$ cat config.mk
export PLATFORM = sky130hd
export DESIGN_NAME = mem_port_arbiter
export DESIGN_NICKNAME = d
export VERILOG_FILES = /design/src/rtl/rv32i_types.sv /design/src/rtl/mem_port_arbiter_pick.sv /design/src/rtl/mem_port_arbiter.sv
export SDC_FILE = /design/constraint.sdc
export NUM_CORES = 1
export LEC_CHECK = 0
export ABC_AREA = 0
export ABC_CLOCK_PERIOD_IN_PS = 1800
export CAP_MARGIN = 40
export CELL_PAD_IN_SITES_DETAIL_PLACEMENT = 1
export CELL_PAD_IN_SITES_GLOBAL_PLACEMENT = 2
export CORE_ASPECT_RATIO = 1.5
export CORE_UTILIZATION = 24
export CTS_CLUSTER_SIZE = 10
export DETAILED_ROUTE_END_ITERATION = 10
export PLACE_DENSITY_LB_ADDON = 0.1
export SYNTH_ARGS = -nofsm -noshare
export SYNTH_HDL_FRONTEND = slang
export SYNTH_HIERARCHICAL = 1
export SYNTH_SLANG_ARGS = --single-unit
$ cat constraint.sdc
create_clock -name clk -period 1.8 [get_ports clk]
set_input_delay 0.45 -clock clk [delete_from_list [all_inputs] [get_ports clk]]
set_output_delay 0.45 -clock clk [all_outputs]
set_load 0.02 [all_outputs]
$ cat src/rtl/rv32i_types.sv
// Shared RV32I type definitions.
// Holds the machine word and register index types, plus the state encoding
// used by mem_port_arbiter.
package rv32i_types;

  typedef logic [31:0] rv32i_word;
  typedef logic [4:0]  rv32i_reg;

  typedef enum logic [1:0] {
    IDLE,
    BUSY,
    RESP
  } arb_state_t;

endpackage

$ cat src/rtl/mem_port_arbiter_pick.sv
// arb_priority_pick: combinational one-hot winner selection.
// Scans the request vector starting at index ptr and wrapping modulo
// NUM_PORTS. With ptr tied to 0 it reduces to fixed lowest-index priority.
// Ports:
//   req   in  NUM_PORTS  request vector
//   ptr   in  PTR_W      scan start index
//   grant out NUM_PORTS  one-hot winner (all zero when no request)
module arb_priority_pick #(
  parameter int unsigned NUM_PORTS = 2,
  parameter int unsigned PTR_W     = 1
) (
  input  logic [NUM_PORTS-1:0] req,
  input  logic [PTR_W-1:0]     ptr,
  output logic [NUM_PORTS-1:0] grant
);

  logic found;

  // Outer loop walks the scan order (ptr, ptr+1, ...); inner loop maps that
  // position back to a port index so every select uses a loop constant.
  always_comb begin
    grant = '0;
    found = 1'b0;
    for (int unsigned i = 0; i < NUM_PORTS; i++) begin
      for (int unsigned j = 0; j < NUM_PORTS; j++) begin
        if (!found && req[j] && (((32'(ptr) + i) % NUM_PORTS) == j)) begin
          grant[j] = 1'b1;
          found    = 1'b1;
        end
      end
    end
  end

endmodule

$ cat src/rtl/mem_port_arbiter.sv
// mem_port_arbiter: shares one downstream memory port among NUM_PORTS
// requesters (port 0 = instruction fetch, port 1 = data).
// One transaction at a time: IDLE picks a winner and latches its request,
// BUSY drives the latched request downstream until mem_resp, RESP pulses
// port_resp[winner] for one cycle with the registered read data.
// Ports:
//   clk, reset_n                       clock, async active-low reset
//   port_read/port_write   [N]         per-port requests (both high = write)
//   port_wmask/address/wdata [N][..]   per-port request fields
//   port_resp [N], port_rdata          one-hot completion pulse and read data
//   mem_read/mem_write/wmask/address/wdata  downstream request
//   mem_resp, mem_rdata                downstream completion and read data
// Configuration: define MEM_ARB_RR_EN for round-robin arbitration; without
// it the lowest-index requester wins and no pointer exists.
module mem_port_arbiter
  import rv32i_types::*;
#(
  parameter int unsigned NUM_PORTS = 2,
  parameter int unsigned ADDR_W    = 32,
  parameter int unsigned DATA_W    = 32
) (
  input  logic                                 clk,
  input  logic                                 reset_n,
  input  logic [NUM_PORTS-1:0]                 port_read,
  input  logic [NUM_PORTS-1:0]                 port_write,
  input  logic [NUM_PORTS-1:0][DATA_W/8-1:0]   port_wmask,
  input  logic [NUM_PORTS-1:0][ADDR_W-1:0]     port_address,
  input  logic [NUM_PORTS-1:0][DATA_W-1:0]     port_wdata,
  output logic [NUM_PORTS-1:0]                 port_resp,
  output logic [DATA_W-1:0]                    port_rdata,
  output logic                                 mem_read,
  output logic                                 mem_write,
  output logic [DATA_W/8-1:0]                  mem_wmask,
  output logic [ADDR_W-1:0]                    mem_address,
  output logic [DATA_W-1:0]                    mem_wdata,
  input  logic                                 mem_resp,
  input  logic [DATA_W-1:0]                    mem_rdata
);

  localparam int unsigned MASK_W = DATA_W / 8;
  localparam int unsigned PTR_W  = (NUM_PORTS > 1) ? $clog2(NUM_PORTS) : 1;

  arb_state_t             state_q, state_d;
  logic [NUM_PORTS-1:0]   grant_q, grant_d;
  logic                   write_q, write_d;
  logic [ADDR_W-1:0]      addr_q, addr_d;
  logic [DATA_W-1:0]      wdata_q, wdata_d;
  logic [MASK_W-1:0]      wmask_q, wmask_d;
  logic [DATA_W-1:0]      rdata_q, rdata_d;

  logic [NUM_PORTS-1:0]   req;
  logic [NUM_PORTS-1:0]   pick_grant;
  logic [PTR_W-1:0]       pick_ptr;

`ifdef MEM_ARB_RR_EN
  logic [PTR_W-1:0]       ptr_q, ptr_d;
  assign pick_ptr = ptr_q;
`else
  assign pick_ptr = '0;
`endif

  assign req = port_read | port_write;

  arb_priority_pick #(
    .NUM_PORTS (NUM_PORTS),
    .PTR_W     (PTR_W)
  ) u_pick (
    .req   (req),
    .ptr   (pick_ptr),
    .grant (pick_grant)
  );

  always_comb begin
    state_d = state_q;
    grant_d = grant_q;
    write_d = write_q;
    addr_d  = addr_q;
    wdata_d = wdata_q;
    wmask_d = wmask_q;
    rdata_d = rdata_q;
`ifdef MEM_ARB_RR_EN
    ptr_d   = ptr_q;
`endif
    unique case (state_q)
      IDLE: begin
        if (|req) begin
          state_d = BUSY;
          grant_d = pick_grant;
          for (int unsigned j = 0; j < NUM_PORTS; j++) begin
            if (pick_grant[j]) begin
              write_d = port_write[j];
              addr_d  = port_address[j];
              wdata_d = port_wdata[j];
              wmask_d = port_wmask[j];
`ifdef MEM_ARB_RR_EN
              ptr_d   = PTR_W'((j + 1) % NUM_PORTS);
`endif
            end
          end
        end
      end
      BUSY: begin
        if (mem_resp) begin
          rdata_d = mem_rdata;
          state_d = RESP;
        end
      end
      RESP:    state_d = IDLE;
      default: state_d = IDLE;
    endcase
  end

  always_ff @(posedge clk or negedge reset_n) begin
    if (!reset_n) begin
      state_q <= IDLE;
      grant_q <= '0;
      write_q <= 1'b0;
      addr_q  <= '0;
      wdata_q <= '0;
      wmask_q <= '0;
      rdata_q <= '0;
`ifdef MEM_ARB_RR_EN
      ptr_q   <= '0;
`endif
    end else begin
      state_q <= state_d;
      grant_q <= grant_d;
      write_q <= write_d;
      addr_q  <= addr_d;
      wdata_q <= wdata_d;
      wmask_q <= wmask_d;
      rdata_q <= rdata_d;
`ifdef MEM_ARB_RR_EN
      ptr_q   <= ptr_d;
`endif
    end
  end

  // Strobes decode straight from the state register so an async reset
  // drops them immediately.
  assign mem_read    = (state_q == BUSY) && !write_q;
  assign mem_write   = (state_q == BUSY) &&  write_q;
  assign mem_address = addr_q;
  assign mem_wdata   = wdata_q;
  assign mem_wmask   = wmask_q;
  assign port_resp   = (state_q == RESP) ? grant_q : '0;
  assign port_rdata  = (state_q == RESP) ? rdata_q : '0;

endmodule

### Yosys cells after proc, flatten, opt, wreduce, memory -nomap -nowiden

Cells that the tools add are included.

| cells by class | value |
|---|---|
| equal/unequal tests | 4 |
| muxes and demuxes | 15 |
| bitwise operators | 1 |
| reductions and logical operators | 12 |

Operators with widths:

| operator | number |
|---|---|
| two-way mux 32 bit | 5 |
| two-way mux 4 bit | 2 |
| two-way mux 2 bit | 3 |
| AND reduction 2 bit | 3 |
| two-way mux 1 bit | 4 |
| != test 2 bit (second input constant) | 2 |
| one-hot mux 2 bit (2 select lines) | 1 |
| logical AND 1 bit | 3 |
| AND reduction 3 bit | 1 |
| == test 2 x 1 -> 1 bit (second input constant) | 1 |
| == test 2 bit (second input constant) | 1 |
| zero test 1 bit | 2 |
| zero test 2 bit | 1 |
| OR 2 bit | 1 |
| nonzero test 2 bit | 1 |
| OR reduction 2 bit | 1 |

| storage, ports and cells | value |
|---|---|
| flip-flop bits (word level) | 105 |
| input bits | 175 |
| output and inout bits | 104 |
| word-level logic and storage cells | 39 |

### Logic depth before layout (Yosys ltp)

| logic depth | value |
|---|---|
| word-level depth | 7 |
| depth in mapped cells | 7 |
| depth with buffers taken out | 5 |

### Cells and area by module

The synthesis kept the hierarchy.

By module, submodules not included:

| module | times used | cells an instance | area an instance (um^2) | sequential area each (um^2) |
|---|---|---|---|---|
| mem_port_arbiter | 1 | 451 | 5,417.7 | 2,627.5 |
| arb_priority_pick | 1 | 3 | 18.8 | 0.0 |

### Worst setup path before layout

No wires, ideal clock.

| timing path | value |
|---|---|
| path type | input port to flip-flop |
| start point | in port_write[0] |
| end point | reg addr_q[0], in the netlist mem_address[0] |
| library setup time | 0.126 ns |
| data arrival time | 2.086 ns |
| data required time | 1.674 ns |
| slack | -0.411 ns |
| stages | 7 |
| path buffers | 2 |
| cells stage by stage | or2_2 a21boi_1 nor2_1 clkbuf_1 clkbuf_1 a32o_1 a221o_1 |

| on the way | value |
|---|---|
| word-level cells in the longest chain between the ends | 7 |
| elaborated cells between the ends (all ways) | 9 |
| those cells by class | mux (3); bitwise (1); reduce/logical (5) |

Ends and longest elaborated chain:

| what | RTL line | text |
|---|---|---|
| from (decl) | mem_port_arbiter.sv:25 | `input logic [NUM_PORTS-1:0] port_write,` |
| OR 2 bit (*) | mem_port_arbiter.sv:62 | `assign req = port_read \| port_write;` |
| two-way mux 1 bit (*) | mem_port_arbiter_pick.sv:26 | `if (!found && req[j] && (((32'(ptr) + i) % NUM_PORTS) == j)) begin` |
| zero test 1 bit (*) | - |  |
| logical AND 1 bit (*) | mem_port_arbiter_pick.sv:26 |  |
| two-way mux 1 bit (*) | mem_port_arbiter_pick.sv:26 |  |
| named net pick_grant[1] | mem_port_arbiter.sv:52 | `logic [NUM_PORTS-1:0] pick_grant;` |
| nonzero test 2 bit (no line) | - |  |
| AND reduction 3 bit (no line) | - |  |
| to (signal assigned) | mem_port_arbiter.sv:129 | `addr_q <= addr_d;` |
| to (decl) | mem_port_arbiter.sv:46 | `logic [ADDR_W-1:0] addr_q, addr_d;` |

Mark *: on every way through the listed nets, which the timed path passes. The rest lies on a longest branch.
A chain may end at the register's enable or synchronous reset.

### Final worst setup path

| timing path | value |
|---|---|
| start point | reg state_q[0] |
| end point | out port_rdata[10] |

| on the way | value |
|---|---|
| word-level cells in the longest chain between the ends | 2 |

Ends and longest elaborated chain:

| what | RTL line | text |
|---|---|---|
| from (decl) | mem_port_arbiter.sv:43 | `arb_state_t state_q, state_d;` |
| from (signal assigned) | mem_port_arbiter.sv:126 | `state_q <= state_d;` |
| == test 2 bit | mem_port_arbiter.sv:147 | `assign port_rdata = (state_q == RESP) ? rdata_q : '0;` |
| two-way mux 32 bit | mem_port_arbiter.sv:147 |  |
| to (decl) | mem_port_arbiter.sv:30 | `output logic [DATA_W-1:0] port_rdata,` |

Every way passes these cells.

==> results.json <==
{
  "end_kind": "output pin",
  "final.min_clock_period_ns": 1.89,
  "crit_family": "flip-flops",
  "crit_required_ns": 1.35,
  "worstPathArrival_ns": 1.44,
  "cts_buffer_depth": 2,
  "hold_violations": 0,
  "routedWlPerCell_um": 22.5,
  "port_buffers": 278,
  "grt_max_degree": 44,
  "ant_nets": 0,
  "violations": "design-rule violations, negative setup slack",
  "core_um2": 22300,
  "dpl.hpwl_mm": 15.4,
  "worst-setup-path-type": "register to output pin",
  "layout_setup_ws_ns": -0.0883,
  "syn_avg_cell_area_um2": 12.0,
  "area.sequential_um2": 2630,
  "crit_chain": "nor2b_4 > buf_6 > buf_12 > and2_4 > buf_6",
  "ir_worst_vdd_mv": 0.535,
  "antenna_found_initial": 1,
  "clock_latency_ns": 0.36,
  "cts_tree": "done",
  "nFillCells": 2390,
  "die_height_um": 186,
  "drv_slew": 0,
  "setup_violations": 36,
  "std_cell_rows": 67,
  "cp.buffers_inverters": 3,
  "synth_seq_area_share_pct": 48.3,
  "startpoint_type": "register",
  "via_per_inst": 5.17,
  "critical-path-slowest-cell": "dfrtp_1",
  "overflow": 0,
  "clock_skew_ns": 0.00922,
  "synth_cell_types": 30,
  "initial_core_util_pct": 24.4,
  "syn_area_um2": 5440,
  "die-area_um2": 23300,
  "rsz0062_at_grt": "true",
  "worstPathMaxFanout": 9,
  "drc": 36,
  "clock-sinks": 105,
  "first_global_vias": 6055,
  "yosys_register_bits": 105,
  "fin_setup_tns_ns": -2.87,
  "drive_above_1_share_pct": 26.2,
  "syn_inst": 454,
  "max_cap_violations": 0,
  "htreeDepth": 3,
  "vias": 5363,
  "io_pins": 279,
  "power.density_nw_per_um2": 1430,
  "layout.cells.non_filler": 1037,
  "fmax_ghz": 0.530,
  "ys_warn_count": 6,
  "crit_top_cell": "buf_6",
  "multi_input_area_um2": 2700,
  "nNetsFinal": 930,
  "wl_mm": 23.3,
  "firstDrtPassIters": 7,
  "grt_usage_pct": 20.2,
  "cp_slowest_stage_delay_ns": 0.42,
  "clkTransAtPathRegs_ns": 0.06,
  "gp_congestion": 0.734,
  "numCtsBuffers": 9,
  "p_leak_uw": 0.00414,
  "dp.cells": 988,
  "grt_pass1_wl_mm": 35.8,
  "finalCritPeriodShare_pct": 105,
  "syn_to_final_growth_pct": 80.0,
  "die_width_um": 125,
  "root_buffer": "clkbuf_16",
  "status": "finished, violations left",
  "hold_path.class": "input pin to register",
  "drt_iter0_markers": 244
}
state kept, by name, summed over array words and instances, names as in the netlist:
register,count
write_q,1
rdata_q,32
mem_wdata,32
grant_q,2
mem_address,32
state_q,2
mem_wmask,4
repair_timing:
item	in CTS	in global routing
pin swaps	14	28
resized for setup	351	22
cloned	12	3
hold buffers	1	0
buffers inserted	13	6
endpoints found under the setup margin	175	76
hold endpoints to repair	8	0
cell families (layout without fill, tap and decap cells):
logic type | after synthesis | in the layout | share of synthesized area, %
AOI/OAI and AO/OA | 144 | 144 | 26.2
buffers and inverters | 54 | 359 | 5.09
DFF | 105 | 105 | 48.3
muxes | 32 | 32 | 6.63
other | 1 | 3 | 0.0690
and+or+nand+nor | 118 | 118 | 13.7
synth_stat cells (all sizes together):
cell	count	area, um^2
nor2b	66	413
or4	1	11.3
and3b	4	35.0
o21ai	1	5.00
nand2b	1	6.26
inv	4	15.0
and3	1	6.26
mux2	32	360
conb	1	3.75
a221o	68	681
o22ai	1	6.26
dfrtp	105	2630
or2	2	12.5
a21oi	1	5.00
a32o	68	681
a21o	1	7.51
a22o	1	8.76
clkbuf	33	124
a221oi	1	15.0
buf	17	138
a21boi	2	15.0
nand2	2	7.51
or4b	1	10.0
and2	35	219
nor3	1	5.00
nor3b	1	7.51
nor2	3	11.3
final timing paths:
check | from | end | slack [ns] | cells after the start
setup / recovery | state_q[0]$_DFFE_PN0P_ | port_rdata[10] | -0.09 | 5
hold / removal | port_write[1] | write_q$_DFFE_PN0P_ | 0.36 | 3
setup reg to reg | state_q[0]$_DFFE_PN0P_ | write_q$_DFFE_PN0P_ | -0.02 | 6
hold reg to reg | grant_q[1]$_DFFE_PN0P_ | grant_q[1]$_DFFE_PN0P_ | 0.49 | 1
max in group asynchronous | reset_n | mem_address[19]$_DFFE_PN0P_ | 0.64 | 3
min in group asynchronous | reset_n | rdata_q[10]$_DFFE_PN0P_ | 0.55 | 2
power by group:
group	internal [uW]	total, uW	switching [uW]	leakage, uW
registers	3590	4460	867	0.00125
clock network	1090	1970	883	0.000149
logic	3950	7560	3610	0.00274
cells in the final DEF, fill, tap and decap left out, types with 22 or more instances in the layout:
master	n
nor2b_1	64
dfrtp_1	105
a32o_1	68
buf_12	22
buf_6	45
clkdlybuf4s50_1	169
and2_4	35
mux2_2	32
a221o_1	68
dlygate4sd2_1	68
stage by stage:
stage	power (uW)	hold slack, ns	cell area, um^2	worst slack (ns)	util (%)
2_1_floorplan	8280	0.154	5540	-0.118	-
3_3_place_gp	11600	0.382	8800	-0.641	39.5
3_5_place_dp	11800	0.383	8800	-0.685	39.5
4_1_cts	13900	0.370	9620	-0.108	43.1
5_1_grt	14900	0.360	9780	-0.152	43.9
6_report	14000	0.362	9780	-0.0883	43.9
worst register-to-register path: stages, from the launching register on:
cell      delay [ns]
dfrtp_1         0.42
buf_4           0.15
buf_6           0.12
buf_4           0.12
or4b_2          0.68
o22ai_2         0.14
a221oi_2        0.07
per-layer routing:
metal | global-route usage [%] | share of wire, %
met2 | 38.5 | 55
met1 | 21.4 | 37
met3 | 4.44 | 6.6
met4 | 8.11 | 2.0
met5 | 0 | 0
layout make-up:
type / instances / area share (%)
diodes: 1 / 0.0256
clock buffers: 14 / 2.90
clock inverters: 2 / 0.102
inverters: 4 / 0.153
multi-input cells: 296 / 27.6
flip-flops and latches: 105 / 26.9
well taps: 276 / 3.53
repair buffers: 339 / 38.8
Note: power is estimated with default switching activity, not from simulation.
